--- config.mk ---
export PLATFORM = sky130hd
export DESIGN_NAME = alu_seq
export DESIGN_NICKNAME = d
export VERILOG_FILES = /design/src/rtl/alu_seq_pkg.sv /design/src/rtl/alu_seq_div.sv /design/src/rtl/alu_seq.sv
export SDC_FILE = /design/constraint.sdc
export NUM_CORES = 1
export LEC_CHECK = 0
export ABC_AREA = 1
export CORE_MARGIN = 2
export CORE_UTILIZATION = 45
export CTS_CLUSTER_DIAMETER = 80
export DETAILED_ROUTE_END_ITERATION = 6
export PLACE_DENSITY = 0.66
export SKIP_CTS_REPAIR_TIMING = 1
export SYNTH_ARGS = -nofsm -noshare
export SYNTH_HDL_FRONTEND = slang
export SYNTH_SLANG_ARGS = --single-unit
--- constraint.sdc ---
create_clock -name clk -period 9.8 [get_ports clk]
set_input_delay 0.98 -clock clk [delete_from_list [all_inputs] [get_ports clk]]
set_output_delay 0.98 -clock clk [all_outputs]
set_load 0.05 [all_outputs]
--- src/rtl/alu_seq_pkg.sv ---
// ---------------------------------------------------------------------------
// alu_pkg : shared definitions for the multi-cycle execute-stage ALU.
//   alu_op_e    - 3-bit ALU_op encoding
//   FLAG_*      - bit positions inside the 4-bit flags word {N, Z, INV, V}
//   alu_state_e - control FSM states of alu_seq
// ---------------------------------------------------------------------------
package alu_pkg;

    typedef enum logic [2:0] {
        OP_ADD  = 3'b000,
        OP_SUB  = 3'b001,
        OP_AND  = 3'b010,
        OP_OR   = 3'b011,
        OP_MUL  = 3'b100,
        OP_DIV  = 3'b101,
        OP_NOTB = 3'b110,
        OP_XOR  = 3'b111
    } alu_op_e;

    // Flag positions line up with CPSR bits 31:28 once shifted into place.
    localparam int FLAG_N   = 3;
    localparam int FLAG_Z   = 2;
    localparam int FLAG_INV = 1;
    localparam int FLAG_V   = 0;

    typedef enum logic [1:0] {
        ST_IDLE = 2'b00,
        ST_MUL  = 2'b01,
        ST_DIV  = 2'b10,
        ST_DONE = 2'b11
    } alu_state_e;

endpackage

--- src/rtl/alu_seq_div.sv ---
// ---------------------------------------------------------------------------
// alu_seq_div : iterative unsigned restoring divider, one quotient bit per
// cycle, WIDTH cycles per division.
//   clk_i, rst_i   - clock, synchronous active-high reset (aborts a division)
//   start_i        - load dividend/divisor magnitudes and begin
//   dividend_i     - dividend magnitude
//   divisor_i      - divisor magnitude (non-zero; zero is filtered upstream)
//   done_o         - high during the cycle that produces the last quotient bit
//   quot_o         - quotient, valid while done_o is high
// ---------------------------------------------------------------------------
module alu_seq_div
    import alu_pkg::*;
#(
    parameter int WIDTH = 32
) (
    input  logic             clk_i,
    input  logic             rst_i,
    input  logic             start_i,
    input  logic [WIDTH-1:0] dividend_i,
    input  logic [WIDTH-1:0] divisor_i,
    output logic             done_o,
    output logic [WIDTH-1:0] quot_o
);

    localparam int CW = $clog2(WIDTH + 1);

    logic             busy_q;
    logic [CW-1:0]    cnt_q;
    logic [WIDTH-1:0] rem_q;
    logic [WIDTH-1:0] dq_q;   // dividend shifts out the top, quotient in the bottom
    logic [WIDTH-1:0] dvs_q;

    logic [WIDTH:0]   rem_sh;
    logic [WIDTH+1:0] diff;
    logic             qbit;
    logic [WIDTH-1:0] rem_d;
    logic [WIDTH-1:0] dq_d;

    always_comb begin
        rem_sh = {rem_q, dq_q[WIDTH-1]};
        diff   = {1'b0, rem_sh} - {2'b00, dvs_q};
        qbit   = ~diff[WIDTH+1];               // no borrow: divisor fits
        rem_d  = qbit ? diff[WIDTH-1:0] : rem_sh[WIDTH-1:0];
        dq_d   = {dq_q[WIDTH-2:0], qbit};
    end

    // The final step's quotient is presented combinationally so the caller can
    // register the signed result on the same edge that retires the last bit.
    assign done_o = busy_q && (cnt_q == CW'(1));
    assign quot_o = dq_d;

    always_ff @(posedge clk_i) begin
        if (rst_i) begin
            busy_q <= 1'b0;
            cnt_q  <= '0;
            rem_q  <= '0;
            dq_q   <= '0;
            dvs_q  <= '0;
        end else if (start_i) begin
            busy_q <= 1'b1;
            cnt_q  <= CW'(WIDTH);
            rem_q  <= '0;
            dq_q   <= dividend_i;
            dvs_q  <= divisor_i;
        end else if (busy_q) begin
            rem_q <= rem_d;
            dq_q  <= dq_d;
            cnt_q <= cnt_q - CW'(1);
            if (cnt_q == CW'(1)) busy_q <= 1'b0;
        end
    end

endmodule

--- src/rtl/alu_seq.sv ---
// ---------------------------------------------------------------------------
// alu_seq : multi-cycle execute-stage ALU with valid/ready on both sides.
// ADD/SUB/logic ops and DIV-by-zero finish in one cycle; MUL (iterative
// shift-add) and DIV (restoring, alu_seq_div) take WIDTH+1 cycles.
//   clk, rst            - clock, synchronous active-high reset
//   in_valid/in_ready   - request handshake (in_ready depends on out_ready)
//   val_A, val_B        - signed operands
//   ALU_op              - operation, see alu_op_e
//   out_valid/out_ready - result handshake
//   ALU_out             - result
//   flags               - {N, Z, INV, V}
// Build option: ALU_SEQ_FAST_MUL_EN - MUL uses a single-cycle signed '*'
// and never enters the MUL state.
// ---------------------------------------------------------------------------
module alu_seq
    import alu_pkg::*;
#(
    parameter int WIDTH = 32
) (
    input  logic             clk,
    input  logic             rst,
    input  logic             in_valid,
    output logic             in_ready,
    input  logic [WIDTH-1:0] val_A,
    input  logic [WIDTH-1:0] val_B,
    input  logic [2:0]       ALU_op,
    output logic             out_valid,
    input  logic             out_ready,
    output logic [WIDTH-1:0] ALU_out,
    output logic [3:0]       flags
);

    localparam int CW = $clog2(WIDTH + 1);

    alu_state_e         state_q, state_d;
    logic [WIDTH-1:0]   res_q, res_d;
    logic [3:0]         flags_q, flags_d;
    logic [2*WIDTH-1:0] p_q, p_d;          // {accumulator, remaining multiplier}
    logic [WIDTH-1:0]   mcand_q, mcand_d;
    logic               sign_q, sign_d;    // sign of the MUL/DIV result
    logic [CW-1:0]      cnt_q, cnt_d;

    logic               accept;
    logic [WIDTH-1:0]   a_mag, b_mag;
    logic [WIDTH-1:0]   add_r, sub_r;
    logic [WIDTH:0]     mul_sum;
    logic [2*WIDTH-1:0] p_step, prod_s;
    logic               div_start, div_done;
    logic [WIDTH-1:0]   div_quot, quot_s;
`ifdef ALU_SEQ_FAST_MUL_EN
    logic [2*WIDTH-1:0] fprod;
`endif

    function automatic logic [3:0] mk_flags(input logic [WIDTH-1:0] r,
                                            input logic inv, input logic v);
        logic [3:0] f;
        f           = '0;
        f[FLAG_N]   = r[WIDTH-1];
        f[FLAG_Z]   = (r == '0);
        f[FLAG_INV] = inv;
        f[FLAG_V]   = v;
        return f;
    endfunction

    assign out_valid = (state_q == ST_DONE);
    assign in_ready  = (state_q == ST_IDLE) || ((state_q == ST_DONE) && out_ready);
    assign accept    = in_valid && in_ready;
    assign ALU_out   = res_q;
    assign flags     = flags_q;

    // |MIN| wraps to MIN, which is the correct magnitude read as unsigned.
    assign a_mag = val_A[WIDTH-1] ? -val_A : val_A;
    assign b_mag = val_B[WIDTH-1] ? -val_B : val_B;
    assign add_r = val_A + val_B;
    assign sub_r = val_A - val_B;

    // One shift-add step: add multiplicand to the upper half when the current
    // multiplier bit is set, then shift the whole register right.
    assign mul_sum = {1'b0, p_q[2*WIDTH-1:WIDTH]} + (p_q[0] ? {1'b0, mcand_q} : '0);
    assign p_step  = {mul_sum, p_q[WIDTH-1:1]};
    assign prod_s  = sign_q ? -p_step : p_step;
    assign quot_s  = sign_q ? -div_quot : div_quot;

`ifdef ALU_SEQ_FAST_MUL_EN
    assign fprod = $signed({{WIDTH{val_A[WIDTH-1]}}, val_A}) *
                   $signed({{WIDTH{val_B[WIDTH-1]}}, val_B});
`endif

    alu_seq_div #(.WIDTH(WIDTH)) u_div (
        .clk_i      (clk),
        .rst_i      (rst),
        .start_i    (div_start),
        .dividend_i (a_mag),
        .divisor_i  (b_mag),
        .done_o     (div_done),
        .quot_o     (div_quot)
    );

    always_comb begin
        state_d   = state_q;
        res_d     = res_q;
        flags_d   = flags_q;
        p_d       = p_q;
        mcand_d   = mcand_q;
        sign_d    = sign_q;
        cnt_d     = cnt_q;
        div_start = 1'b0;

        case (state_q)
            ST_MUL: begin
                p_d   = p_step;
                cnt_d = cnt_q - CW'(1);
                if (cnt_q == CW'(1)) begin
                    res_d   = prod_s[WIDTH-1:0];
                    flags_d = mk_flags(prod_s[WIDTH-1:0], 1'b0,
                                       prod_s[2*WIDTH-1:WIDTH] != {WIDTH{prod_s[WIDTH-1]}});
                    state_d = ST_DONE;
                end
            end
            ST_DIV: begin
                if (div_done) begin
                    // Only MIN / -1 yields a positive quotient with the MSB set.
                    res_d   = quot_s;
                    flags_d = mk_flags(quot_s, 1'b0, !sign_q && div_quot[WIDTH-1]);
                    state_d = ST_DONE;
                end
            end
            ST_DONE: begin
                if (out_ready) state_d = ST_IDLE;
            end
            default: ;
        endcase

        // Accepts happen only from IDLE or a draining DONE, so this override
        // never collides with an in-flight MUL/DIV.
        if (accept) begin
            sign_d  = val_A[WIDTH-1] ^ val_B[WIDTH-1];
            state_d = ST_DONE;
            case (alu_op_e'(ALU_op))
                OP_ADD: begin
                    res_d   = add_r;
                    flags_d = mk_flags(add_r, 1'b0,
                                       (val_A[WIDTH-1] == val_B[WIDTH-1]) &&
                                       (add_r[WIDTH-1] != val_A[WIDTH-1]));
                end
                OP_SUB: begin
                    res_d   = sub_r;
                    flags_d = mk_flags(sub_r, 1'b0,
                                       (val_A[WIDTH-1] != val_B[WIDTH-1]) &&
                                       (sub_r[WIDTH-1] != val_A[WIDTH-1]));
                end
                OP_AND: begin
                    res_d   = val_A & val_B;
                    flags_d = mk_flags(val_A & val_B, 1'b0, 1'b0);
                end
                OP_OR: begin
                    res_d   = val_A | val_B;
                    flags_d = mk_flags(val_A | val_B, 1'b0, 1'b0);
                end
                OP_XOR: begin
                    res_d   = val_A ^ val_B;
                    flags_d = mk_flags(val_A ^ val_B, 1'b0, 1'b0);
                end
                OP_NOTB: begin
                    res_d   = ~val_B;
                    flags_d = mk_flags(~val_B, 1'b0, 1'b0);
                end
                OP_MUL: begin
`ifdef ALU_SEQ_FAST_MUL_EN
                    res_d   = fprod[WIDTH-1:0];
                    flags_d = mk_flags(fprod[WIDTH-1:0], 1'b0,
                                       fprod[2*WIDTH-1:WIDTH] != {WIDTH{fprod[WIDTH-1]}});
`else
                    state_d = ST_MUL;
                    mcand_d = a_mag;
                    p_d     = {{WIDTH{1'b0}}, b_mag};
                    cnt_d   = CW'(WIDTH);
`endif
                end
                OP_DIV: begin
                    if (val_B == '0) begin
                        res_d   = '0;
                        flags_d = mk_flags('0, 1'b1, 1'b0);
                    end else begin
                        state_d   = ST_DIV;
                        div_start = 1'b1;
                    end
                end
                default: ;
            endcase
        end
    end

    always_ff @(posedge clk) begin
        if (rst) begin
            state_q <= ST_IDLE;
            res_q   <= '0;
            flags_q <= '0;
            p_q     <= '0;
            mcand_q <= '0;
            sign_q  <= 1'b0;
            cnt_q   <= '0;
        end else begin
            state_q <= state_d;
            res_q   <= res_d;
            flags_q <= flags_d;
            p_q     <= p_d;
            mcand_q <= mcand_d;
            sign_q  <= sign_d;
            cnt_q   <= cnt_d;
        end
    end

endmodule

==> results of run 1 <==
-- state kept, by name, indices dropped and copies added (netlist names), 6 cells and up --
register,count
ALU_out,32
cnt_q,6
mcand_q,32
p_q,64
u_div.cnt_q,6
u_div.dq_q,32
u_div.dvs_q,32
u_div.rem_q,32
-- power by group through the flow --
stage	combinational, uW	clock, uW	sequential (uW)
floorplan	2790	0	1400
global placement	4050	0	1360
detailed placement	4050	0	1360
CTS	4070	1070	1340
global route	4570	1110	1370
finish	4190	1060	1350
-- Yosys cell counts (20+ instances only) --
master,instances
o21ai_0,220
ha_1,173
buf_2,21
clkbuf_1,128
nor4_1,31
nor2_1,436
nand2_1,1093
o211ai_1,66
inv_2,20
xor2_1,182
a21oi_1,269
dfxtp_1,244
o22ai_1,113
a31oi_1,22
inv_1,622
nor3_1,60
a221oi_1,29
nand3_1,223
nand4_1,68
-- metal layers --
metal | wire length [um] | vias up | GRT usage
met2 | 44000 | 1565 | 0.538
met3 | 11400 | 270 | 0.0560
met1 | 48700 | 13666 | 0.531
met4 | 5370 | 0 | 0.159
met5 | 0 | - | 0
li1 | - | 13947 | -
-- critical path, delay by kind of cell, from the launching register on --
| kind | cells | cell delay [ns] |
|---|---|---|
| simple gates | 20 | 2.84 |
| compound gates | 6 | 1.05 |
| fa+ha+maj | 2 | 0.64 |
| buf+inv | 2 | 0.33 |
| flops | 1 | 0.31 |
-- logic make-up after synthesis --
kind of cell | after synthesis | share of synthesized area
XOR/XNOR | 197 | 0.0683
adder cells (fa/ha/maj) | 177 | 0.0888
buffers and inverters | 808 | 0.121
AND/OR/NAND/NOR | 2006 | 0.336
flip-flops | 244 | 0.193
AO/OA/AOI/OAI | 825 | 0.193
-- layout make-up --
class	instances	area (sq um)	area share
clock inverters	16	131	0.00472
inverters	651	2440	0.0877
multi-input cells	3205	17400	0.624
flip-flops and latches	244	4890	0.176
well taps	748	936	0.0336
diodes	2	5.00	0.000180
repair buffers	138	1300	0.0467
clock buffers	34	774	0.0278
-- stage by stage --
stage,instances,hold WS [ns],instance area (sq um)
floorplan,4257,0.428,25300
global placement,4986,0.439,26900
detailed placement,4986,0.445,26900
CTS,5036,0.461,27800
global route,5036,0.481,27800
finish,5038,0.458,27900
-- path summary, 6_finish.rpt --
| check | slack [ns] | endpoint |
|---|---|---|
| setup / recovery | 4.53 | flags[2] |
| setup reg to reg | 4.53 | flags[2] |
| hold / removal | 0.46 | mcand_q[29] |
| hold reg to reg | 0.46 | mcand_q[29] |
==> results.yml, run 1 <==
status:
  outcome: "complete, no violations"
synth:
  synth_cell_types: 57
  syn_avg_cell_area_sq_um: 5.94
  yosysTopAreaCell: "dfxtp_1"
  synth_area_sq_um: 25300
  synth-edff-count: 0
  syn_inst: 4257
  synth_seq_area_share: 0.193
  ys_ff_latch: 244
  synth_warnings: 0
  synth.top_cell.area_share: 0.193
  ys.flop_type: "dfxtp_1"
  synth.net_count: 4505
  synth.area.top_cells: "dfxtp_1 19%, nand2_1 16%, inv_1 9.2%, ha_1 8.6%, nor2_1 6.5%"
  async_flop_share: 0
power_and_ir_drop:
  p_seq_frac: 0.205
  p_sw_uw: 3590
  combPwrFrac: 0.635
  p_leak_uw: 0.0136
  p_clk_frac: 0.160
  p_int_uw: 3010
  ir_drop_uv: 221
  power_density_nw_per_um2: 237
  swShare: 0.544
  p_total_uw: 6600
floorplan:
  die_w_um: 241
  die_area_sq_um: 58100
  rows: 86
  coreArea_sq_um: 55300
  ios: 109
  die_y_um: 241
  initial_core_util: 0.457
place:
  hpwlAfterDp_mm: 87.5
  port_buffers: 108
  place.gp.congestion: 1.04
  dpl_worst_slack_ns: 4.53
clocking:
  path_clk_slew_ns: 0.06
  clock_path_buffers: 3
  htree_num_levels: 1
  cts_tree: "done"
  cts_root_buf: "clkbuf_16"
  clk_latency_ns: 0.58
  numCtsBuffers: 29
  clock-sinks: 244
route:
  dr_total_vias: 29448
  ant_nets: 0
  dr.pass1.iters: 7
  drc_errors: 0
  first_iter_violations: 3489
  wirelength_mm: 109
  wl_per_cell_um: 21.7
  vias_per_cell: 5.85
sta:
  fin_tns_setup_ns: 0
  grt_setup_unrepaired: "false"
  slew_violations: 0
  setup_viol: 0
  slew_headroom: 0.281
  min_period_over_period: 0.538
  fmax_mhz: 190
  finClkSkew_ns: 0.0231
  worst_pin_slew_ns: 1.06
  timing.final.ws_setup_ns: 4.53
  period_needed_ns: 5.27
  hold_viol: 0
final_layout:
  fin_util: 0.504
  syn2layout_area_growth_pct: 10.2
  drive_gt1_frac: 0.0424
  final_common_cell: "nand2_1"
  fin_nets: 4517
  final_cell_mix: "1,090 x nand2_1, 622 x inv_1, 434 x nor2_1, 269 x a21oi_1, 243 x dfxtp_1"
  nFillCells: 6018
setup_path:
  arrival_ns: 5.77
  start_kind: "register"
  rr_startpoint: "u_div.dvs_q[20]"
  crit_top_cell: "nor2_1"
  max_stage_delay_ns: 0.68
  critPathKind: "reg2reg"
  cp_max_fo: 5
  cp_slowest_cell: "nor2_1"
  critical_path_required_ns: 10.30
  r2r_cells: 30
  critPathLaunch: "u_div.dvs_q[20]"
  critPathCaptureType: "register"
grt:
  grt_pass1_wl_mm: 163
  grt.overflow.total: 0
  grt_usage: 0.368
  grt_max_degree: 74
  antenna_found_initial: 3
  grt_pass1_vias: 26816
hold_path:
  min_path_type: "reg2reg"
  holdPathStages: 2
  hold_start: "mcand_q[29]"
run:
  drv_cap: 0
No activity file was read; power rests on OpenSTA's default activity.
==> run 2: changes to the inputs <==
==> constraint.sdc (replaced) <==
create_clock -name clk -period 5.1 [get_ports clk]
set_input_delay 0.51 -clock clk [delete_from_list [all_inputs] [get_ports clk]]
set_output_delay 0.51 -clock clk [all_outputs]
set_load 0.05 [all_outputs]
==> results.yml, run 2 (same netlist as run 1, synthesis figures left out) <==
floorplan:
  die_y_um: 241
  rows: 86
  die_w_um: 241
  initial_core_util: 0.457
  coreArea_sq_um: 55300
  ios: 109
  die_area_sq_um: 58100
grt:
  grt_pass1_wl_mm: 163
  antenna_found_initial: 5
  grt_max_degree: 84
  grt.overflow.total: 0
  grt_pass1_vias: 26836
  grt_usage: 0.366
sta:
  fin_tns_setup_ns: 0
  grt_setup_unrepaired: "false"
  setup_viol: 0
  fmax_mhz: 213
  worst_pin_slew_ns: 1.10
  period_needed_ns: 4.70
  slew_headroom: 0.262
  slew_violations: 0
  min_period_over_period: 0.922
  hold_viol: 0
  finClkSkew_ns: 0.0190
run:
  drv_cap: 0
final_layout:
  final_common_cell: "nand2_1"
  largest_reg_flops: 64
  syn2layout_area_growth_pct: 12.0
  drive_gt1_frac: 0.0528
  top_register: "p_q"
  fin_nets: 4563
  finalInstanceArea_sq_um: 28300
  final_cell_mix: "1,090 x nand2_1, 622 x inv_1, 433 x nor2_1, 269 x a21oi_1, 243 x dfxtp_1"
  fin_util: 0.512
  nFillCells: 5973
route:
  dr.pass1.iters: 7
  wirelength_mm: 109
  ant_nets: 0
  vias_per_cell: 5.83
  dr_total_vias: 29660
  wl_per_cell_um: 21.4
  first_iter_violations: 3845
  drc_errors: 3
place:
  hpwlAfterDp_mm: 86.8
  port_buffers: 108
  place.gp.congestion: 1.07
  placed_area_sq_um: 27300
setup_path:
  start_kind: "register"
  cp_max_fo: 6
  crit_top_cell: "nand2_1"
  critical_path_required_ns: 5.61
  critPathCaptureType: "register"
  arrival_ns: 5.21
  critPathKind: "reg2reg"
  cp_slowest_cell: "ha_1"
  max_stage_delay_ns: 0.37
power_and_ir_drop:
  power_density_nw_per_um2: 458
  p_leak_uw: 0.0139
  ir_drop_uv: 550
hold_path:
  min_path_type: "reg2reg"
clocking:
  clock-sinks: 244
  clk_latency_ns: 0.58
  path_clk_slew_ns: 0.06
  cts_tree: "done"
  cts_root_buf: "clkbuf_16"
  htree_num_levels: 1
  clock_path_buffers: 3
  numCtsBuffers: 28
status:
  violations: "DRC"
  outcome: "finished, violations left"
## run 2: cell types whose count changed in the layout (fill, tap and decap cells not counted), sizes merged
cell,change
clkinv,-4
buf,+47
clkbuf,+3
bufinv,+4
inv,-2
## run 2: critical path: cells and delay by family (launching register included)
kind | cells | cell delay, ns
AOI/OAI and AO/OA | 3 | 0.43
xor gates and xnor gates | 1 | 0.18
adders and majority gates | 2 | 0.60
buffers and inverters | 2 | 0.23
DFF | 1 | 0.31
and+or+nand+nor | 25 | 2.87
## run 2: per-stage QoR
| step | std cells | setup WS [ns] | power [uW] | hold WS [ns] |
|---|---|---|---|---|
| finish | 5086 | 0.397 | 13000 | 0.460 |
| detailed placement | 5032 | 0.148 | 10400 | 0.445 |
| global route | 5084 | 0.0267 | 13800 | 0.484 |
| CTS | 5083 | 0.0998 | 12700 | 0.462 |
| global placement | 5032 | 0.121 | 10400 | 0.439 |
| floorplan | 4257 | 1.50 | 8040 | 0.428 |
## run 2: area by class of cell
cell class	count	area [sq um]	share of cell area
sequential	244	4890	0.173
clock buffer	37	796	0.0281
multi-input combinational	3205	17400	0.614
tap	748	936	0.0331
timing repair buffer	185	1650	0.0584
clock inverter	14	206	0.00729
inverter	651	2450	0.0864
antenna	2	5.00	0.000177
## run 2: per-layer routing
metal	global-route usage	share of wire	vias to the layer above
met4	0.182	0.058	2
li1	-	-	14045
met2	0.530	0.40	1711
met5	0	0.000083	-
met1	0.509	0.43	13540
met3	0.0817	0.11	362
## run 2: worst paths after layout
path | start | end | slack, ns | cells past startpoint
setup / recovery | u_div.dvs_q[4] | flags[2] | 0.40 | 33
setup reg to reg | u_div.dvs_q[4] | flags[2] | 0.40 | 33
hold reg to reg | mcand_q[1] | mcand_q[1] | 0.46 | 2
hold / removal | mcand_q[1] | mcand_q[1] | 0.46 | 2
## run 2: where the power goes
| part | total (uW) | switching (uW) | internal (uW) |
|---|---|---|---|
| combinational | 8130 | 5660 | 2480 |
| sequential | 2590 | 344 | 2250 |
| clock | 2240 | 888 | 1350 |
| total | 13000 | 6890 | 6070 |
